$ cat src/rtl/video_mode_pkg.sv
// Shared encodings for the display-mode sequencer and other frame-synchronised blocks.
package video_mode_pkg;

    localparam logic [1:0] MODE_COLOR = 2'b00;
    localparam logic [1:0] MODE_GREEN = 2'b01;
    localparam logic [1:0] MODE_AMBER = 2'b10;
    localparam logic [1:0] MODE_MONO  = 2'b11;

    localparam int unsigned FRAME_CNT_W = 4;

    typedef enum logic [1:0] {
        StIdle   = 2'd0,
        StWaitVs = 2'd1,
        StBlank  = 2'd2
    } vms_state_e;

endpackage

$ cat src/rtl/vsync_edge_det.sv
// Flags the first active cycle of vertical sync.
module vsync_edge_det #(
    parameter bit VSYNC_POL = 1'b0
) (
    input  logic clk_vga_i,
    input  logic rst_i,
    input  logic vsync_i,
    output logic vs_start_o
);

    logic vs_q;

    // Reset to the inactive level so a sync already active at reset release still counts.
    always_ff @(posedge clk_vga_i) begin
        if (rst_i) begin
            vs_q <= ~VSYNC_POL;
        end else begin
            vs_q <= vsync_i;
        end
    end

    assign vs_start_o = (vsync_i == VSYNC_POL) && (vs_q != VSYNC_POL);

endmodule

$ cat src/rtl/video_mode_sequencer.sv
// Arbitrates CPU/hotkey mode requests and commits them at vsync start, then blanks.
module video_mode_sequencer
    import video_mode_pkg::*;
#(
    parameter int unsigned BLANK_FRAMES = 2,
    parameter bit          VSYNC_POL    = 1'b0
) (
    input  logic       clk_vga_i,
    input  logic       rst_i,
    input  logic       vsync_i,
    input  logic       cpu_wr_i,
    input  logic [1:0] cpu_mode_i,
    input  logic       hk_cycle_i,
    output logic       cpu_ack_o,
    output logic [1:0] mode_o,
    output logic       blank_o,
    output logic [3:0] status_o
);

    logic                   vs_start;
    vms_state_e             state_q, state_d;
    logic [1:0]             mode_q, mode_d;
    logic [1:0]             next_mode_q, next_mode_d;
    logic                   pending_q, pending_d;
    logic                   blank_q, blank_d;
    logic                   cpu_ack_q, cpu_ack_d;
    logic [FRAME_CNT_W-1:0] frame_cnt_q, frame_cnt_d;
    logic [1:0]             hk_base;

    vsync_edge_det #(
        .VSYNC_POL (VSYNC_POL)
    ) u_vsync_edge_det (
        .clk_vga_i  (clk_vga_i),
        .rst_i      (rst_i),
        .vsync_i    (vsync_i),
        .vs_start_o (vs_start)
    );

    assign hk_base = pending_q ? next_mode_q : mode_q;

    always_comb begin
        state_d     = state_q;
        mode_d      = mode_q;
        next_mode_d = next_mode_q;
        pending_d   = pending_q;
        blank_d     = blank_q;
        cpu_ack_d   = 1'b0;
        frame_cnt_d = frame_cnt_q;

        unique case (state_q)
            StIdle: begin
                if (pending_q) state_d = StWaitVs;
            end
            StWaitVs: begin
                if (vs_start) begin
                    pending_d = 1'b0;
                    if (next_mode_q == mode_q) begin
                        state_d = StIdle;
                    end else begin
                        mode_d = next_mode_q;
                        if (BLANK_FRAMES > 0) begin
                            blank_d     = 1'b1;
                            frame_cnt_d = FRAME_CNT_W'(BLANK_FRAMES);
                            state_d     = StBlank;
                        end else begin
                            state_d = StIdle;
                        end
                    end
                end
            end
            StBlank: begin
                if (vs_start) begin
                    if (frame_cnt_q == FRAME_CNT_W'(1)) begin
                        blank_d     = 1'b0;
                        frame_cnt_d = '0;
                        state_d     = pending_q ? StWaitVs : StIdle;
                    end else begin
                        frame_cnt_d = frame_cnt_q - FRAME_CNT_W'(1);
                    end
                end
            end
            default: state_d = StIdle;
        endcase

        // Requests come last so a new pending set beats a same-cycle commit clear.
        if (cpu_wr_i) begin
            next_mode_d = cpu_mode_i;
            pending_d   = 1'b1;
            cpu_ack_d   = 1'b1;
        end else if (hk_cycle_i) begin
            next_mode_d = hk_base + 2'd1;
            pending_d   = 1'b1;
        end
    end

    always_ff @(posedge clk_vga_i) begin
        if (rst_i) begin
            state_q     <= StIdle;
            mode_q      <= MODE_COLOR;
            next_mode_q <= MODE_COLOR;
            pending_q   <= 1'b0;
            blank_q     <= 1'b0;
            cpu_ack_q   <= 1'b0;
            frame_cnt_q <= '0;
        end else begin
            state_q     <= state_d;
            mode_q      <= mode_d;
            next_mode_q <= next_mode_d;
            pending_q   <= pending_d;
            blank_q     <= blank_d;
            cpu_ack_q   <= cpu_ack_d;
            frame_cnt_q <= frame_cnt_d;
        end
    end

    assign cpu_ack_o = cpu_ack_q;
    assign mode_o    = mode_q;
    assign blank_o   = blank_q;
    assign status_o  = {pending_q, blank_q, mode_q};

endmodule
$ cat config.mk
export PLATFORM = sky130hd
export DESIGN_NAME = video_mode_sequencer
export DESIGN_NICKNAME = d
export VERILOG_FILES = /design/src/rtl/video_mode_pkg.sv /design/src/rtl/vsync_edge_det.sv /design/src/rtl/video_mode_sequencer.sv
export SDC_FILE = /design/constraint.sdc
export NUM_CORES = 1
export LEC_CHECK = 0
export BUFFER_PORTS_ARGS = -buffer_cell sky130_fd_sc_hd__buf_4
export CORE_MARGIN = 5
export CORE_UTILIZATION = 52
export CTS_CLUSTER_SIZE = 8
export DETAILED_ROUTE_END_ITERATION = 10
export GPL_ROUTABILITY_DRIVEN = 0
export PLACE_DENSITY = 0.76
export SYNTH_ARGS = -nofsm -noshare
export SYNTH_HDL_FRONTEND = slang
export SYNTH_SLANG_ARGS = --single-unit
$ cat constraint.sdc
create_clock -name clk_vga_i -period 1.4 [get_ports clk_vga_i]
set_input_delay 0.07 -clock clk_vga_i [delete_from_list [all_inputs] [get_ports clk_vga_i]]
set_output_delay 0.07 -clock clk_vga_i [all_outputs]
set_load 0.01 [all_outputs]
# ---- Word-level counts from Yosys, hierarchy flattened
# Cells that the tools add are included.
dict set report classes {
  n_addsub 2
  eq_ne 9
  muxes 25
  n_bitwise 2
  n_reduce_logical 11
}
# operator count
set op_table {}
lappend op_table {{2-to-1 mux 2 bit} 8}
lappend op_table {{2-to-1 mux 4 bit} 4}
lappend op_table {{2-to-1 mux 1 bit} 10}
lappend op_table {{case mux 4 bit (2 select lines)} 1}
lappend op_table {{AND reduction 4 bit} 2}
lappend op_table {{inequality test 2 bit, second input constant} 3}
lappend op_table {{case mux 2 bit (3 select lines)} 1}
lappend op_table {{nonzero test 3 bit} 2}
lappend op_table {{AND reduction 5 bit} 1}
lappend op_table {{== test 4 x 1 -> 1 bit, second input constant} 1}
lappend op_table {{inequality test 2 x 1 -> 1 bit, second input constant} 2}
lappend op_table {{nonzero test 2 bit} 2}
lappend op_table {{subtractor 4 x 1 -> 4 bit, second input constant} 1}
lappend op_table {{AND reduction 3 bit} 1}
lappend op_table {{adder 2 x 1 -> 2 bit, second input constant} 1}
lappend op_table {{== test 2 x 1 -> 1 bit, second input constant} 1}
lappend op_table {{== test 2 bit} 1}
lappend op_table {{== test 2 bit, second input constant} 1}
lappend op_table {{zero test 2 bit} 1}
lappend op_table {{inverter 1 bit} 2}
lappend op_table {{case mux 1 bit (2 select lines)} 1}
lappend op_table {{AND reduction 2 bit} 1}
lappend op_table {{logical AND 1 bit} 1}
dict set report totals {
  reg_bits 14
  in_bits 7
  output_inout_bits 8
  word_cells 57
}

# ---- Longest topological paths before layout
dict set report depth {
  depth_word 6
  mapped_depth 6
  mapped_depth_nobuf 6
}

# ---- Cells and area by module
# A second synthesis with hierarchy kept.
dict set report hier_totals {
  hier_cells 80
  hier_area_um2 724.4
}
# module instances cells_each area_each_um2 seq_area_each_um2
set by_module_without_submodules {}
lappend by_module_without_submodules {video_mode_sequencer 1 77 689.4 260.2}
lappend by_module_without_submodules {vsync_edge_det 1 3 35.0 20.0}

# ---- Worst setup path before layout
# No wires, ideal clock.
dict set report synth_path {
  path_type {reg2reg}
  startpoint {register frame_cnt_q[1]}
  endpoint {register state_q[0]}
  setup_ns 0.071
  arrival_ns 1.218
  required_time_ns 1.329
  setup_slack_ns 0.112
  path_stages_with_launch 7
  n_path_buf 0
  period_less_slack_ns 1.288
  path_cell_list {dfxtp_1 -> inv_1 -> ha_1 -> or3b_1 -> o21ai_1 -> nand3b_1 -> a21oi_1}
}
dict set report synth_between {
  elab_chain_cells 3
}
# item line
set synth_rtl {}
lappend synth_rtl {{start, declared} video_mode_sequencer.sv:27} ;# logic [FRAME_CNT_W-1:0] frame_cnt_q, frame_cnt_d;
lappend synth_rtl {{start signal, assigned} video_mode_sequencer.sv:112} ;# frame_cnt_q <= frame_cnt_d;
lappend synth_rtl {{== test 4 x 1 -> 1 bit} video_mode_sequencer.sv:73} ;# if (frame_cnt_q == FRAME_CNT_W'(1)) begin
lappend synth_rtl {{inequality test 2 bit (no source line)} n/a}
lappend synth_rtl {{AND reduction 4 bit (no source line)} n/a}
lappend synth_rtl {{end signal, assigned} video_mode_sequencer.sv:98} ;# state_q <= StIdle;
lappend synth_rtl {{end signal, assigned} video_mode_sequencer.sv:106} ;# state_q <= state_d;
lappend synth_rtl {{end, declared} video_mode_sequencer.sv:21} ;# vms_state_e state_q, state_d;
# Every way passes these cells.
# A chain may end at the register's enable or synchronous reset.

# ---- Worst setup path after layout
# Ends and elaborated chain as after synthesis.

==> impl_metrics.toml <==
[sta]
clock_skew_ns = 0.00101
rsz0062_at_grt = "true"
tightest_slew_ns = 0.337
layout_setup_ws_ns = 0.0323
min_period_over_period_pct = 97.7
min_period_ns = 1.37
final.setup.tns_ns = 0
drv_slew = 0
maxSlewHeadroom_pct = 77.5
hold_violations = 0
fmax_mhz = 731
setup_viol_count_final = 0

[detailed_routing]
via_count = 660
wl_per_cell_um = 12.5
drt_wl_total_mm = 1.50
viasPerCell = 5.50
drc = 0
dr.pass1.iters = 4
final_antenna_net_count = 0
drt_iter0_markers = 10

[cts]
root_buffer = "clkbuf_4"
clk-insertion-delay-late_ns = 0.28
path_clk_slew_ns = 0.08
cts.sinks = 14
cts_buffers = 3
cts_tree = "yes"
cts_post_setup_buffers_inserted = 0
cts-htree-levels = 1
cts_buffer_depth = 2

[floorplan]
rows = 14
ios = 15
start_util_pct = 53.4
die_h_um = 48.7
die_w_um = 48.7
core_area_um2 = 1450
die_area_um2 = 2370

[synth]
synth_area_leaders = "dfxtp_1, nand2_1, a21oi_1, xnor2_2, buf_4"
synthCells = 91
synth_seq_cells = 14
ys_seq_area_share_pct = 36.1
synth.largest_area_cell = "dfxtp_1"
syn_avg_cell_area_um2 = 8.54
syn_area_um2 = 777
syn_nets = 100
synth_top_area_share_pct = 36.1
ys_types = 33
ys_warn_count = 0

[critical_path]
critPathMaxFanout = 4
end_kind = "register"
startpoint = "frame_cnt_q[1]$_SDFFE_PP0P_"
r2r-start = "frame_cnt_q[1]$_SDFFE_PP0P_"
path_cells = "inv_2, ha_4, or3b_4, o21ai_2, nand3b_1, a21oi_1"
critPathSlowestCell = "or3b_4"
worstPathArrival_ns = 1.58
cp-start-kind = "register"
path_class = "reg2reg"
cp.required_ns = 1.62
slowest_delay_ns = 0.40

[placed_design]
pre_cts_ws_ns = 0.0197
dpl.hpwl_mm = 1.09
io_buffer_count = 14
dp.cells = 116

[power]
p_total_mw = 0.795
power_frac_clock_pct = 29.0
total_leakage_power_nw = 0.345
p_switching_mw = 0.214
power_frac_seq_pct = 55.6
netSwitchingFraction_pct = 26.9
ir_worst_vdd_uv = 506
power_frac_comb_pct = 15.4
power.internal_mw = 0.581
cellPowerDensity_nw_per_um2 = 862

[cells_and_area]
final_core_util_pct = 63.4
syn_to_final_growth_pct = 18.7
antenna_cells = 0
nets = 115
drive_above_1_share_pct = 32.7
mostFrequentLayoutCells = "buf_4, nand2_1, a21oi_1, dfxtp_1, dfxtp_2"
layout_commonest_cell = "buf_4"
stdcell_count = 120

[global_route]
grt_max_degree = 15
grtUsageTotal_pct = 13.5
antenna_found_initial = 0
grt-ovfl-total = 0
grt_pass1_vias = 603
grt_pass1_wl_mm = 2.63

[hold_path]
holdCritStartpoint = "cpu_mode_i[0]"
hp-class = "in2reg"

[run]
maxCapViolations = 0

[outcome]
status = "completed"
## state kept, by name, indices dropped and copies added, names as in the netlist
name,count
mode_o,2
pending_q,1
u_vsync_edge_det.vs_q,1
cpu_ack_o,1
blank_o,1
state_q,2
frame_cnt_q,4
next_mode_q,2
## cells in the mapped netlist
cell and n:
nor2_4 1, nor3b_1 1, xnor2_2 2, xor2_1 1, a2111oi_2 1, buf_6 1, a21oi_2 1, nand2b_1 3
nand3b_1 1, and2_1 1, dfxtp_1 14, nand2b_2 1, or2_1 1, a211o_1 2, ha_1 2, a31oi_1 2
nor3_1 2, clkbuf_1 1, nand4bb_2 1, a211oi_1 3, o21ai_0 2, inv_1 2, or3_1 1, buf_4 4
or3b_1 1, nand4b_1 1, nand3_1 4, nand2_1 14, a21oi_1 9, a21o_1 1, nor2_1 3, o21ai_1 4
nor2b_1 3
## worst max-delay path, delay by kind of cell (launching register included)
kind,cells,cell delay [ns]
flops,1,0.34
compound gates,2,0.29
fa+ha+maj,1,0.13
simple gates,2,0.48
buf+inv,1,0.07
## repair_timing
item                                    CTS  global route
hold endpoints to repair                  1             0
endpoints found under the setup margin    0             4
resized for setup                         0            10
hold buffers                              1             0
## metrics by stage
step                      hold slack [ns]  area (um^2)
final                              0.0326          922
after CTS                          0.0391          897
after detailed placement            0.281          865
after global routing               0.0274          922
after global placement              0.274          865
after floorplan                     0.139          777
## cell type report
type                    count  area [um^2]
clock buffers               3         22.5
flip-flops and latches     14          287
inverters                   2         7.51
multi-input cells          69          463
repair buffers             16          123
fillers                   125          532
well taps                  16         20.0
## cells by family after synthesis
logic type                 after synthesis  synth area share (%)
and+or+nand+nor                         39                  28.2
AOI/OAI and AO/OA                       25                  20.5
DFF                                     14                  36.1
buffers and inverters                    8                  6.76
xor gates and xnor gates                 3                  5.31
adders and majority gates                2                  3.22
## routing by layer
| metal | global-route usage, % | routed length (um) |
|---|---|---|
| met2 | 20.7 | 695 |
| met3 | 3.99 | 83 |
| met5 | 0 | 0 |
| met4 | 5.38 | 19 |
| met1 | 17.7 | 706 |
## power by group through the flow
stage	clock [mW]	sequential [mW]	combinational [mW]
finish	0.231	0.442	0.122
global placement	0	0.450	0.117
detailed placement	0	0.450	0.118
global route	0.253	0.446	0.137
CTS	0.232	0.441	0.121
floorplan	0	0.443	0.0872
## final timing paths
| check | end | slack, ns | depth (start not counted) |
|---|---|---|---|
| hold / removal | next_mode_q[0]$_SDFFE_PP0P_ | 0.03 | 3 |
| setup reg to reg | state_q[0]$_SDFFE_PP0P_ | 0.03 | 6 |
| hold reg to reg | blank_o$_SDFFE_PP0P_ | 0.50 | 2 |
| setup / recovery | state_q[0]$_SDFFE_PP0P_ | 0.03 | 6 |
Power figures use the tool's default switching activity.
